**src/rtl/svpwm_vector_sequencer.sv**
```systemverilog
// Space-vector PWM sequencer: each period maps a latched sector and two dwell
// times onto a registered {U,V,W} switch pattern (edge- or center-aligned).
module svpwm_vector_sequencer #(
  parameter int CNT_W  = 16,
  parameter int PERIOD = 20000,
  parameter int CENTER = 1
) (
  input  logic             CLK,
  input  logic             RST,
  input  logic             EN,
  input  logic [2:0]       SECTOR,
  input  logic [CNT_W-1:0] T_A,
  input  logic [CNT_W-1:0] T_B,
  output logic [2:0]       PHASE,
  output logic             PERIOD_STB,
  output logic             SAT,
  output logic             SECTOR_ERR
);
  localparam int W1 = CNT_W + 1;
  localparam logic [W1-1:0]    PER_X = W1'(PERIOD);
  localparam logic [CNT_W-1:0] PER   = CNT_W'(PERIOD);
  localparam logic [CNT_W-1:0] LAST  = CNT_W'(PERIOD - 1);

  typedef enum logic {IDLE, RUN} state_t;

  state_t           state_reg, state_next;
  logic [CNT_W-1:0] count_reg, count_next;
  logic             load;

  logic [2:0]       sector_reg;
  logic [CNT_W-1:0] ta_reg, tb_reg;
  logic             sat_reg, err_reg;
  logic [CNT_W-1:0] ta_next, tb_next;
  logic             sat_next, err_next;
  logic [W1-1:0]    dwell_sum;

  logic [2:0]       va, vb, seg_vec, phase_next;

  function automatic logic [2:0] vec_of(input logic [2:0] k);
    case (k)
      3'd1:    return 3'b100;
      3'd2:    return 3'b110;
      3'd3:    return 3'b010;
      3'd4:    return 3'b011;
      3'd5:    return 3'b001;
      3'd6:    return 3'b101;
      default: return 3'b000;
    endcase
  endfunction

  always_ff @(posedge CLK or posedge RST) begin
    if (RST) begin
      state_reg <= IDLE;
      count_reg <= '0;
    end else begin
      state_reg <= state_next;
      count_reg <= count_next;
    end
  end

  // EN only matters when a new period could begin
  always_comb begin
    state_next = state_reg;
    count_next = count_reg;
    load       = 1'b0;
    case (state_reg)
      IDLE: begin
        count_next = '0;
        if (EN) begin
          load       = 1'b1;
          state_next = RUN;
        end
      end
      RUN: begin
        if (count_reg == LAST) begin
          count_next = '0;
          if (EN) load = 1'b1;
          else    state_next = IDLE;
        end else begin
          count_next = count_reg + CNT_W'(1);
        end
      end
      default: state_next = IDLE;
    endcase
  end

  always_comb begin
    dwell_sum = {1'b0, T_A} + {1'b0, T_B};
    ta_next   = T_A;
    tb_next   = T_B;
    sat_next  = 1'b0;
    if ({1'b0, T_A} >= PER_X) begin
      ta_next  = PER;
      tb_next  = '0;
      sat_next = 1'b1;
    end else if (dwell_sum > PER_X) begin
      tb_next  = PER - T_A;
      sat_next = 1'b1;
    end
    err_next = (SECTOR == 3'd0) || (SECTOR == 3'd7);
  end

  always_ff @(posedge CLK or posedge RST) begin
    if (RST) begin
      sector_reg <= '0;
      ta_reg     <= '0;
      tb_reg     <= '0;
      sat_reg    <= 1'b0;
      err_reg    <= 1'b0;
    end else if (load) begin
      sector_reg <= SECTOR;
      ta_reg     <= ta_next;
      tb_reg     <= tb_next;
      sat_reg    <= sat_next;
      err_reg    <= err_next;
    end
  end

  assign va = vec_of(sector_reg);
  assign vb = vec_of((sector_reg == 3'd6) ? 3'd1 : sector_reg + 3'd1);

  generate
    if (CENTER != 0) begin : g_center
      localparam logic [CNT_W-1:0] HALF = CNT_W'(PERIOD / 2);
      logic [CNT_W-1:0] h, qa, qb, z;
      // Halved dwells keep the two half-periods exact mirror images
      always_comb begin
        seg_vec = 3'b000;
        h  = (count_reg < HALF) ? count_reg : LAST - count_reg;
        qa = ta_reg >> 1;
        qb = tb_reg >> 1;
        z  = (HALF - qa - qb) >> 1;
        if (h < z)                seg_vec = 3'b000;
        else if (h < z + qa)      seg_vec = va;
        else if (h < z + qa + qb) seg_vec = vb;
        else                      seg_vec = 3'b111;
      end
    end else begin : g_edge
      logic [W1-1:0] c, t_ab;
      always_comb begin
        seg_vec = 3'b000;
        c       = {1'b0, count_reg};
        t_ab    = {1'b0, ta_reg} + {1'b0, tb_reg};
        if (c < {1'b0, ta_reg}) seg_vec = va;
        else if (c < t_ab)      seg_vec = vb;
        else                    seg_vec = 3'b000;
      end
    end
  endgenerate

  assign phase_next = (state_reg == RUN && !err_reg) ? seg_vec : 3'b000;

  // Flags are delayed alongside PHASE so they line up with the period they describe
  always_ff @(posedge CLK or posedge RST) begin
    if (RST) begin
      PHASE      <= 3'b000;
      PERIOD_STB <= 1'b0;
      SAT        <= 1'b0;
      SECTOR_ERR <= 1'b0;
    end else begin
      PHASE      <= phase_next;
      PERIOD_STB <= (state_reg == RUN) && (count_reg == '0);
      SAT        <= (state_reg == RUN) && sat_reg;
      SECTOR_ERR <= (state_reg == RUN) && err_reg;
    end
  end
endmodule

```
**config.mk**
```make
export PLATFORM = sky130hd
export DESIGN_NAME = svpwm_vector_sequencer
export DESIGN_NICKNAME = d
export VERILOG_FILES = /design/src/rtl/svpwm_vector_sequencer.sv
export SDC_FILE = /design/constraint.sdc
export NUM_CORES = 1
export LEC_CHECK = 0
export ABC_AREA = 1
export CORE_UTILIZATION = 58
export CTS_CLUSTER_DIAMETER = 100
export CTS_CLUSTER_SIZE = 8
export DETAILED_ROUTE_END_ITERATION = 7
export GPL_ROUTABILITY_DRIVEN = 1
export PLACE_DENSITY_LB_ADDON = 0.2
export SYNTH_ARGS = -nofsm -noshare
export SYNTH_HDL_FRONTEND = slang
export SYNTH_SLANG_ARGS = --single-unit
```
**constraint.sdc**
```tcl
create_clock -name CLK -period 6.8 [get_ports CLK]
set_input_delay 1.02 -clock CLK [delete_from_list [all_inputs] [get_ports CLK]]
set_output_delay 1.02 -clock CLK [all_outputs]
set_load 0.02 [all_outputs]
```
==> impl_metrics.csv, run 1 <==
group,metric,value,unit
setup_path,worstPathRequired,7.05,ns
synth,synth.net_count,1294,
clock_tree,ctsRootBufferMaster,"sky130_fd_sc_hd__clkbuf_16",
synth,synth_largest_area_cell,"sky130_fd_sc_hd__ha_1",
global_route,globalRouteOverflowTotal,0,
floorplanning,die_height,117,µm
sta,max_freq,0.171,GHz
setup_path,cp_data_arrival_time,6.10,ns
clock_tree,tritoncts,"built",
layout,layout.nets,1339,
worst_hold_path,hp-start,"err_reg",
layout,final_cells,1348,
pwr,cellLeakagePower,4.69,nW
clock_tree,clk_transition_reported_paths,0.05,ns
sta,grt_setup_unrepaired,"no",
pwr,total_net_switching_power,992,µW
clock_tree,cts_resized,0,
pwr,power.share.switching,46.3,%
pwr,combinationalPowerShare,62.7,%
sta,finalClockSkew,0.00457,ns
sta,slew_headroom,51.9,%
setup_path,crit_top_cell,"sky130_fd_sc_hd__ha_1",
placed_design,globalplace.congestion,0.932,
pwr,power,2.14,mW
pwr,sequentialPowerShare,17.3,%
sta,layout_min_cycle_time,5.84,ns
detailed_routing,vias_per_cell,5.47,
pwr,cell_internal_pwr,1.15,mW
worst_hold_path,hold_critical_path_endpoint,"SECTOR_ERR",
synth,synth.distinct_cells,49,
setup_path,critPathMaxStageDelay,0.39,ns
layout,n_antenna_cell,0,
setup_path,worstSetupPathType,"flop to flop",
layout,largest_reg_flops,16,
setup_path,startpoint_type,"flop",
synth,post_synth_instance_area,7710,µm²
sta,setup_viol,0,
floorplanning,ios,44,
sta,setup_tns,0,ns
pwr,power.ir.vdd_worst,0.153,mV
synth,synth_top_area_share,20.4,%
layout,finalCoreUtilization,67.2,%
placed_design,io_buffers,43,
placed_design,dp_hpwl,15200,µm
layout,flow.area_growth_from_synthesis,11.3,%
clock_tree,post_cts_hold_buffer_count,0,
synth,number_of_standard_cells_after_synthesis,1126,
detailed_routing,drt-initial-drc-count,489,
global_route,grt_pass1_vias,7151,
setup_path,worst_case_register_to_register_setup_slack,0.96,ns
setup_path,ff2ff_path_depth,29,
sta,worst_slew_pin_tran,0.722,ns
detailed_routing,route.detailed.wl_per_inst,13.7,µm
placed_design,area_post_placement,8300,µm²
sta,min_period_over_period,85.9,%
clock_tree,clock_sink_count,58,
worst_hold_path,min_path_type,"flop to flop",
floorplanning,core_area,12800,µm²
clock_tree,clockBufferDepth,2,
clock_tree,postCtsSetupBuffers,0,
detailed_routing,ant_nets,0,
pwr,power.share.clock,20.0,%
run_status,outcome,"finished clean",
global_route,wire_length_of_the_first_global_routing_pass,31800,µm
global_route,antenna_found_initial,0,
clock_tree,clock_latency,0.33,ns
detailed_routing,drt_wl_total,18400,µm
detailed_routing,routed-via-count,7371,
setup_path,crit_slowest_cell,"sky130_fd_sc_hd__ha_1",
global_route,globalRouteTotalUtil,28.1,%
placed_design,placedCellCount,1332,
synth,ys_top_cells_by_area,"sky130_fd_sc_hd__ha_1 20%, sky130_fd_sc_hd__dfrtp_1 19%, sky130_fd_sc_hd__nand2_1 13%, sky130_fd_sc_hd__inv_1 8.8%, sky130_fd_sc_hd__xor2_1 6.4%",
sta,timing.final.max_slew_violations,0,
synth,synth.yosys.warnings,0,
synth,syn_area_per_cell,6.85,µm²
detailed_routing,drc_viols,0,
run,cap_viol_max_count,0,
clock_tree,cts_buffers,9,
setup_path,crit-reg2reg-capture,"PHASE[2]",
worst_hold_path,min_path_cells,2,
setup_path,end_kind,"flop",
synth,synth_seq_cells,58,
layout,stdcell_area,8580,µm²
floorplanning,die_w,117,µm
floorplanning,floorplan.initialDensity,60.4,%
detailed_routing,drtPass1Iterations,5,
floorplanning,die_area,13800,µm²
setup_path,rr_startpoint,"ta_reg[4]",
global_route,grt_start_max_net_pins,59,
layout,layout-drive-gt1-share,5.36,%
floorplanning,core.rowCount,41,
pwr,power-per-cell-area,250,nW/µm²
synth,synth_sequential_area_ratio,18.8,%
sta,timing.final.hold_violations,0,
clock_tree,number_of_levels_in_the_clock_h_tree,3,
setup_path,largest_fanout_on_the_critical_path,6,
## critical path: cells and delay by family (launching register included)
kind / cells / cell delay [ns]
compound gates: 10 / 2.06
flops: 1 / 0.36
buf+inv: 3 / 0.22
simple gates: 8 / 1.02
xor+xnor: 3 / 0.45
fa+ha+maj: 5 / 1.65
## per-layer routing
metal | global-route usage [%] | up-vias | wire length, µm
li1 | - | 3788 | -
met1 | 33.0 | 3369 | 8000
met2 | 50.9 | 169 | 9160
met3 | 3.16 | 45 | 673
met4 | 12.4 | 0 | 598
met5 | 0 | - | 0
## metrics by stage
stage               hold WS [ns]  setup WS [ns]
global route               0.536          0.469
CTS                        0.507          0.972
detailed placement         0.500           1.05
floorplan                  0.434           1.65
global placement           0.475           1.16
finish                     0.497          0.959
## power by group through the flow
stage	Sequential [mW]	Clock [mW]	Combinational, mW
after CTS	0.371	0.431	1.34
final	0.371	0.430	1.34
after global placement	0.376	0	1.30
after detailed placement	0.377	0	1.32
after global routing	0.373	0.452	1.54
after floorplan	0.373	0	1.04
## cells in the final DEF (no fill, tap or decap), types with 2 or more instances in the layout
cell,Yosys,final
sky130_fd_sc_hd__nand3_1,65,65
sky130_fd_sc_hd__a211oi_1,6,6
sky130_fd_sc_hd__xnor2_1,14,14
sky130_fd_sc_hd__a31o_2,2,2
sky130_fd_sc_hd__clkdlybuf4s50_1,0,43
sky130_fd_sc_hd__inv_1,181,180
sky130_fd_sc_hd__inv_2,3,4
sky130_fd_sc_hd__o21ai_1,5,5
sky130_fd_sc_hd__clkbuf_8,0,3
sky130_fd_sc_hd__nor2_1,79,79
sky130_fd_sc_hd__nand4_1,11,11
sky130_fd_sc_hd__nand3_2,5,5
sky130_fd_sc_hd__nand2_1,266,266
sky130_fd_sc_hd__and2_1,2,2
sky130_fd_sc_hd__a21o_1,4,4
sky130_fd_sc_hd__dfrtp_1,58,58
sky130_fd_sc_hd__clkbuf_16,0,9
sky130_fd_sc_hd__o31ai_1,6,6
sky130_fd_sc_hd__xor2_1,56,56
sky130_fd_sc_hd__o21ai_0,40,40
sky130_fd_sc_hd__fa_1,4,4
sky130_fd_sc_hd__a21boi_0,5,5
sky130_fd_sc_hd__o21bai_1,4,4
sky130_fd_sc_hd__a21oi_1,86,86
sky130_fd_sc_hd__nand3b_1,4,4
sky130_fd_sc_hd__nor3_1,18,18
sky130_fd_sc_hd__nor3b_1,2,2
sky130_fd_sc_hd__clkbuf_1,1,2
sky130_fd_sc_hd__nor2_2,4,4
sky130_fd_sc_hd__ha_1,126,126
sky130_fd_sc_hd__nor4_1,5,5
sky130_fd_sc_hd__o22ai_1,8,8
sky130_fd_sc_hd__clkinv_2,0,2
sky130_fd_sc_hd__nand2_2,21,21
sky130_fd_sc_hd__a31oi_1,8,8
sky130_fd_sc_hd__a21oi_2,4,4
## cell type report
type | instances | area, µm²
Clock buffer | 14 | 274
Clock inverter | 2 | 10.0
Fill cell | 1153 | 4190
Inverter | 184 | 691
Multi-Input combinational cell | 874 | 5500
Sequential cell | 58 | 1450
Tap cell | 172 | 215
Timing Repair Buffer | 44 | 438
## worst max path at each step
stage,from,cells after the start,slack (ns),endpoint
finish,ta_reg[4],29,0.96,PHASE[2]
global route,ta_reg[4],29,0.47,PHASE[2]
CTS,ta_reg[4],29,0.97,PHASE[2]
detailed placement,tb_reg[2],29,1.05,PHASE[2]
global placement,tb_reg[2],29,1.16,PHASE[0]
floorplan,tb_reg[2],28,1.65,PHASE[0]
## cells in the mapped netlist, drive strengths merged
library cell,number
nand4,11
o221ai,1
a221oi,1
or3,1
xnor2,14
o221a,1
fa,4
a21boi,6
nor2,85
xor2,56
ha,126
inv,184
nor3,19
o211a,1
a21oi,90
a211oi,6
o21ai,45
and2,2
buf,9
nor4,5
nand2,288
nand3b,4
nand3,71
o21a,1
o31ai,6
o21bai,4
or4,1
a31o,2
a21o,4
a31oi,9
o22ai,8
nor3b,2
clkbuf,1
dfrtp,58
## cells by family (layout without fill, tap and decap cells)
kind of cell,Yosys count,after routing,synth area share [%]
simple gates,489,489,28.0
buf+inv,194,244,9.85
compound gates,185,185,13.9
fa+ha+maj,130,130,21.5
xor+xnor,70,70,7.95
flops,58,58,18.8
Note: power is estimated with default switching activity, not from simulation.
==> run 2, diff against run 1 <==
--- a/config.mk
+++ b/config.mk
@@ -6,7 +6,7 @@
 export NUM_CORES = 1
 export LEC_CHECK = 0
 export ABC_AREA = 1
-export CORE_UTILIZATION = 58
+export CORE_UTILIZATION = 25
 export CTS_CLUSTER_DIAMETER = 100
 export CTS_CLUSTER_SIZE = 8
 export DETAILED_ROUTE_END_ITERATION = 7
==> run 2 against run 1 <==
Hold slack improved by 0.0046 ns. Sequential power barely moved. Combinational power about the same. Clock skew increased by 0.0017 ns.
==> impl_metrics.csv, run 2 (synthesis gave the netlist of run 1 again) <==
group,metric,value,unit
run_status,outcome,"finished clean",
layout,layout.nets,1340,
detailed_routing,route.detailed.wl_per_inst,13.5,µm
detailed_routing,drt-initial-drc-count,349,
sta,min_period_over_period,88.9,%
sta,slew_headroom,46.4,%
layout,flow.area_growth_from_synthesis,14.7,%
setup_path,critPathBufInv,4,
setup_path,startpoint_type,"flop",
pwr,total_net_switching_power,1.01,mW
global_route,wire_length_of_the_first_global_routing_pass,35500,µm
pwr,combinationalPowerShare,62.9,%
sta,timing.final.max_slew_violations,0,
pwr,power-per-cell-area,243,nW/µm²
sta,grt_setup_unrepaired,"no",
layout,final_cell_mix,"266 x sky130_fd_sc_hd__nand2_1, 180 x sky130_fd_sc_hd__inv_1, 126 x sky130_fd_sc_hd__ha_1, 86 x sky130_fd_sc_hd__a21oi_1, 79 x sky130_fd_sc_hd__nor2_1",
clock_tree,clockBufferDepth,2,
floorplanning,die_area,31600,µm²
global_route,globalRoute.busiestLayer,"met2",
detailed_routing,routed-via-count,7076,
clock_tree,ctsRootBufferMaster,"sky130_fd_sc_hd__clkbuf_16",
setup_path,largest_fanout_on_the_critical_path,5,
global_route,grt_util_met3,1.69,%
setup_path,cp_data_arrival_time,6.31,ns
layout,finalCoreUtilization,29.5,%
setup_path,crit_top_cell,"sky130_fd_sc_hd__ha_1",
pwr,cellLeakagePower,4.69,nW
sta,holdWs,0.502,ns
setup_path,cp_top_family,"adder cells",
floorplanning,die_w,178,µm
floorplanning,die_height,178,µm
setup_path,worst_case_register_to_register_setup_slack,0.75,ns
setup_path,end_kind,"flop",
clock_tree,clk_transition_reported_paths,0.05,ns
detailed_routing,drtPass1Iterations,4,
sta,worst_slew_pin_tran,0.804,ns
worst_hold_path,hp-start,"err_reg",
worst_hold_path,min_path_type,"flop to flop",
setup_path,ff2ff_path_depth,27,
setup_path,rr_startpoint,"tb_reg[2]",
clock_tree,post_cts_hold_buffer_count,0,
global_route,grt_pass1_vias,7244,
clock_tree,cts_buffers,9,
clock_tree,clock_latency,0.34,ns
sta,setup_viol,0,
setup_path,critPathMaxStageDelay,0.44,ns
clock_tree,postCtsSetupBuffers,0,
clock_tree,cts_resized,0,
global_route,globalRouteOverflowTotal,0,
floorplanning,core_area,30000,µm²
detailed_routing,drc_viols,0,
detailed_routing,drt_wl_total,21100,µm
global_route,globalRouteTotalUtil,14.2,%
placed_design,io_buffers,43,
run,cap_viol_max_count,0,
placed_design,globalplace.congestion,0.876,
floorplanning,ios,44,
clock_tree,number_of_levels_in_the_clock_h_tree,3,
pwr,sequentialPowerShare,17.3,%
sta,timing.final.hold_violations,0,
pwr,power.ir.vdd_worst,0.143,mV
clock_tree,tritoncts,"built",
global_route,met1_usage,18.9,%
layout,layout.cells.most_common,"sky130_fd_sc_hd__nand2_1",
global_route,grt_util_met2,23.9,%
setup_path,worstPathRequired,7.07,ns
layout,n_fill_cell,3335,
floorplanning,floorplan.initialDensity,25.7,%
setup_path,crit_slowest_cell,"sky130_fd_sc_hd__fa_1",
global_route,antenna_found_initial,0,
sta,layout_min_cycle_time,6.05,ns
detailed_routing,vias_per_cell,4.52,
sta,max_freq,0.165,GHz
floorplanning,core.rowCount,63,
placed_design,dp_hpwl,17800,µm
setup_path,crit-reg2reg-capture,"PHASE[1]",
worst_hold_path,min_path_cells,2,
layout,layout-drive-gt1-share,5.44,%
pwr,power,2.15,mW
pwr,cell_internal_pwr,1.14,mW
global_route,grt_start_max_net_pins,59,
layout,largest_reg_flops,16,
sta,setup_tns,0,ns
sta,finalClockSkew,0.00627,ns
clock_tree,clock_sink_count,58,
layout,layout.area.seq,1450,µm²
pwr,power.share.clock,19.9,%
layout,n_antenna_cell,0,
detailed_routing,ant_nets,0,
layout,multi_input_comb_area,5500,µm²
setup_path,worstSetupPathType,"flop to flop",
worst_hold_path,hold_critical_path_endpoint,"SECTOR_ERR",
pwr,power.share.switching,47.1,%
[run 2: changes by cell type in the layout (fill, tap and decap cells not counted)]
cell,previous run,this run
sky130_fd_sc_hd__buf_4,1,2
sky130_fd_sc_hd__clkbuf_1,2,1
sky130_fd_sc_hd__clkbuf_8,3,2
sky130_fd_sc_hd__clkinv_2,2,3
[run 2: final cells by class]
| class | instances | share of cell area, % |
|---|---|---|
| clock buffer | 12 | 2.90 |
| clock inverter | 3 | 0.170 |
| inverter | 184 | 7.80 |
| multi-input combinational | 874 | 62.2 |
| sequential | 58 | 16.4 |
| tap | 390 | 5.51 |
| timing repair buffer | 45 | 5.03 |
[run 2: power groups by stage]
stage               logic, mW  registers [mW]  clock network, mW
global placement         1.36           0.378                  0
floorplan                1.04           0.373                  0
global route             1.57           0.374              0.454
CTS                      1.37           0.372              0.441
detailed placement       1.35           0.378                  0
finish                   1.35           0.372              0.427
[run 2: metrics by stage]
step,setup WS [ns],instances,instance area [µm²]
after global placement,0.903,1551,8580
final,0.753,1566,8850
after floorplan,1.65,1126,7710
after detailed placement,0.740,1551,8580
after global routing,0.191,1566,8850
after CTS,0.705,1566,8850
[run 2: how the worst max path moves through the flow]
stage	startpoint	end	slack [ns]	cells past startpoint
floorplan	tb_reg[2]	PHASE[0]	1.65	28
global placement	tb_reg[2]	PHASE[1]	0.90	27
detailed placement	tb_reg[2]	PHASE[2]	0.74	29
CTS	tb_reg[2]	PHASE[2]	0.70	29
global route	tb_reg[2]	PHASE[1]	0.19	27
finish	tb_reg[2]	PHASE[1]	0.75	27
[run 2: worst min-delay path: cells and delay by family, from the launching register on]
family | cells | cell delay, ns
DFF | 1 | 0.37
and+or+nand+nor | 1 | 0.06
buffers and inverters | 1 | 0.04
[run 2: per-layer routing]
layer / part of all wire (%) / vias up / wire length [µm]
li1: - / 3791 / -
met1: 51 / 3152 / 10700
met2: 45 / 106 / 9420
met3: 2.6 / 27 / 559
met4: 2.1 / 0 / 452
met5: 0 / - / 0
==> RTL edit 1 (flow settings as in run 1) <==
The parameter `CNT_W` goes from 16 to 32.
--- a/src/rtl/svpwm_vector_sequencer.sv
+++ b/src/rtl/svpwm_vector_sequencer.sv
@@ -3,3 +3,3 @@
 module svpwm_vector_sequencer #(
-  parameter int CNT_W  = 16,
+  parameter int CNT_W  = 32,
   parameter int PERIOD = 20000,
Ports: changed (resized T_A and T_B); port bits go from 44 to 76. No check against the original RTL was run, so the function may have changed too.
==> RTL edit 1 against run 1 <==
  * Critical path type unchanged
  * Wire length grew to 2.8 times the old value
  * Area after synthesis grew 110%
  * Utilization grew 3.1 points
  * Critical path depth grew 11
  * Power increased by 81%
  * Design area grew 120%
  * Worst hold slack better by 13 ps
  * Highest routed layer unchanged
  * Largest power group unchanged
  * Clock skew up 14 ps
  * Worst setup slack worse by 740 ps
  * Non-clock buffer count grew 128
  * Sequential cell count is 48 higher
==> RTL edit 1: results (changes against run 1) <==
clock latency on the worst-skew pair=390 ps (+60 ps); worst hold slack=510 ps (+12.6 ps); largest cells by area after synthesis=ha_1 (20%), dfrtp_1 (17%), nand2_1 (12%); Netlist cell types=60 (+22%); drt first-iter violations=1,305 (+170%); VDD IR-drop max=0.150 mV (-1.8%); r2r worst-path depth=40 (+38%); syn nets=2,771 (+110%); Placed Area=17,500 µm² (+110%); Post-Synth XOR/XNOR Area=8.15% (+0.20 points); vias in the first global route=16,400 (+130%); Worst EP arrival=6910 ps (+810 ps); Final nets=2,922 (+120%); Worst Hold End=SAT; compound-cell area share of the yosys netlist=15.3% (+1.4 points); slowest stage delay, CP=410 ps (+20 ps); worst r2r dst=PHASE[0]; Worst path slowest cell=ha_2; Final HPWL DP=42,300 µm (+180%); adder-cell share of the synthesized area=20.8% (-0.72 points); status=finished, final reports clean; post-synthesis sequential area ratio=16.6% (-2.2 points); Worst Tran Pin Value=1020 ps (+301 ps); drt first pass iters=6 (+1); Final Skew=18.2 ps (+13.6 ps); leak pwr=0.0100 µW (+110%); via-per-instance ratio=5.80 (+6.1%); max reg flops=32 (+16); clock slew at reported path FFs=90 ps (+40 ps); synth cell count leaders=nand2_1 (525), inv_1 (396), ha_1 (259); Final Wtd Congestion=0.979 (+5.0%); register-to-register setup slack=220 ps (-740 ps); area grow syn2layout=18.7%; global-route wire length before repair=82,200 µm (+160%)
## RTL edit 1: kinds of logic after synthesis
| family | after synthesis |
|---|---|
| AND/OR/NAND/NOR | 1058 |
| adder cells (fa/ha/maj) | 263 |
| AO/OA/AOI/OAI | 428 |
| XOR/XNOR | 148 |
| buffers and inverters | 435 |
| flip-flops | 106 |
## RTL edit 1: worst max path at each step
stage / cells past startpoint / end
2_1_floorplan: 42 / PHASE[0]
3_3_place_gp: 39 / PHASE[0]
3_5_place_dp: 38 / PHASE[2]
4_1_cts: 39 / PHASE[2]
5_1_grt: 35 / PHASE[1]
6_report: 40 / PHASE[0]
## RTL edit 1: cell type report
type                       instances  area [µm²]
sequential                       106        2650
clock buffer                      11         253
multi-input combinational       1897       12600
inverter                         403        1520
tap                              341         427
clock inverter                     5        45.0
timing repair buffer             172        1490
fill                            2314        8030
## RTL edit 1: report_power, final
group          internal, µW  switching, µW  total [µW]  leakage [µW]
Combinational          1080           1570        2650       0.00850
Sequential              643           16.1         659       0.00136
Clock                   275            288         563      0.000144
## RTL edit 1: through the flow
stage                     setup TNS (ps)  power (µW)  std cells  worst slack [ps]  util [%]
after CTS                              0        3510       2906              12.1      66.0
after detailed placement            -671        2920       2890              -229      64.8
after global placement                 0        2880       2890              4.60      64.8
final                                  0        3870       2935               215      70.3
after floorplan                        0        2210       2438               596         -
after global routing                -575        4160       2935              -200      70.3
## RTL edit 1: layer usage
metal / vias up / global-route usage (%) / routed length (µm)
met5: - / 0 / 0
met4: 0 / 16.3 / 2390
met3: 121 / 3.60 / 2410
met2: 533 / 62.8 / 24700
met1: 8005 / 45.7 / 22500
li1: 8370 / - / -
## RTL edit 1: repair_timing
item | in CTS | in global routing
buffers inserted | 0 | 29
pin swaps | 0 | 64
setup endpoints to repair | 3 | 3
resized for setup | 11 | 173
## RTL edit 1: worst max-delay path: cells and delay by family, from the launching register on
| kind | cells | cell delay, ps |
|---|---|---|
| AOI/OAI and AO/OA | 8 | 1190 |
| and+or+nand+nor | 19 | 2310 |
| xor gates and xnor gates | 3 | 500 |
| DFF | 1 | 390 |
| buffers and inverters | 4 | 360 |
| adders and majority gates | 6 | 1770 |
==> RTL edit 2 (config.mk and constraints of run 1) <==
Without the edit above. Reset style: synchronous (`RST`), changed in 3 clocked blocks.
--- a/src/rtl/svpwm_vector_sequencer.sv
+++ b/src/rtl/svpwm_vector_sequencer.sv
@@ -50,3 +50,3 @@
 
-  always_ff @(posedge CLK or posedge RST) begin
+  always_ff @(posedge CLK) begin
     if (RST) begin
@@ -102,3 +102,3 @@
 
-  always_ff @(posedge CLK or posedge RST) begin
+  always_ff @(posedge CLK) begin
     if (RST) begin
@@ -153,3 +153,3 @@
   // Flags are delayed alongside PHASE so they line up with the period they describe
-  always_ff @(posedge CLK or posedge RST) begin
+  always_ff @(posedge CLK) begin
     if (RST) begin
Check against the original RTL: differs if RST is asserted again (counterexample within 4 cycles, from zero or initial values and one cycle with RST high); with RST held inactive, the same outputs for 4 cycles.
==> RTL edit 2 against run 1 <==
  * Global-route usage fell by 0.38 points
  * Largest cell class unchanged
  * Critical endpoint is now PHASE[2]
  * Worst hold slack got worse by 52 ps
  * Non-clock buffer count rose by 2
  * Design area rose by 0.25%
  * First-iteration DRC count rose by 9.0%
  * Area after synthesis rose by 0.34%
  * Power fell by 23%
  * Clock skew rose by 1.9 ps
  * Wire length fell by 0.35%
  * Worst setup slack got worse by 73 ps
  * Die area rose by 0.34%
  * Sequential cell count did not move
==> RTL edit 2: results (changes against run 1) <==
crit path time final=5910 ps (+73.1 ps); vias in the first global route=6,936 (-3.0%); asr flop ratio synth=0% (-100 points); drt wl/cell=13.3 µm (-3.0%); GR Util met3=5.23% (+2.1 points); drt first pass iters=6 (+1); H-tree depth=3 (unchanged); GRT Overall Usage=27.7% (-0.38 points); Critical R2R Launch=tb_reg[2]; Netlist cell types=50 (+2.0%); Pwr Total=1660 µW (-23%); post-synthesis sequential area ratio=15.0% (-3.8 points); vias post-DR=7,476 (+1.4%); P_comb=826 µW (-38%); largest cells by area after synthesis=ha_1 (20%), dfxtp_1 (15%), nand2_1 (13%); layout cells sized above 1=8.41% (+3.1 points); Synth Flop Type=dfxtp_1; routed wl met3=989 µm (+47%); fin cells=1,385 (+2.7%); Worst slew margin=56.8% (+4.9 points); Sw Share=41.7% (-4.6 points); met2 GRT Util=44.4% (-6.5 points); worst r2r dst=PHASE[2]; global-route wire length before repair=31,900 µm (+0.33%); syn nets=1,338 (+3.4%); crit-path max FO=5 (-1); adder-cell share of the synthesized area=21.4% (-0.073 points); Final Wtd Congestion=0.994 (+6.6%); VDD IR-drop max=0.130 mV (-15%); status=finished, final reports clean; Place WS=975 ps (-79.8 ps); drt first-iter violations=533 (+9.0%); Worst EP arrival=6170 ps (+70 ps); r2r worst-path depth=32 (+10%); routed wl met2=7900 µm (-14%); Post-Synth XOR/XNOR Area=7.13% (-0.82 points); slowest stage delay, CP=420 ps (+30 ps); compound-cell area share of the yosys netlist=14.5% (+0.55 points); Worst path slowest cell=fa_1; clock network fraction of total power=28.0% (+8.0 points); register-to-register setup slack=890 ps (-70 ps); Final HPWL DP=15,100 µm (-0.74%); Synth Instances=1,170 (+3.9%); pin count of the biggest net entering global routing=31 (-47%); leak pwr=0.00440 µW (-6.2%); met1 Use GR=38.2% (+5.2 points); synth cell count leaders=nand2_1 (260), inv_1 (195), ha_1 (126); FILL cells=1,190 (+3.2%); n_diodes=0 (unchanged); DRT met1 WL=9210 µm (+15%); Placed Area=8300 µm² (about the same); Final Skew=6.45 ps (+1.87 ps)
==> RTL edit 2: layout make-up <==
cell class	count	area, µm²	share of cell area (%)
Tap cell	172	215	2.50
Clock buffer	12	256	2.98
Timing Repair Buffer	46	453	5.26
Sequential cell	58	1160	13.5
Multi-Input combinational cell	890	5710	66.3
Clock inverter	4	50.0	0.582
Inverter	203	762	8.86
==> RTL edit 2: critical path, delay by kind of cell, from the launching register on <==
kind,cells,cell delay [ps]
flip-flops,1,340
buffers and inverters,5,310
adder cells (fa/ha/maj),6,1890
AO/OA/AOI/OAI,8,1610
XOR/XNOR,3,590
AND/OR/NAND/NOR,10,1070
==> RTL edit 2: worst min-delay path by stage <==
stage / start / end / slack, ps / cells past startpoint
5_1_grt: sat_reg / SAT / 480 / 2
2_1_floorplan: sat_reg / SAT / 410 / 2
3_3_place_gp: sat_reg / SAT / 420 / 2
4_1_cts: sat_reg / SAT / 440 / 2
6_report: sat_reg / SAT / 450 / 2
3_5_place_dp: sat_reg / SAT / 430 / 2
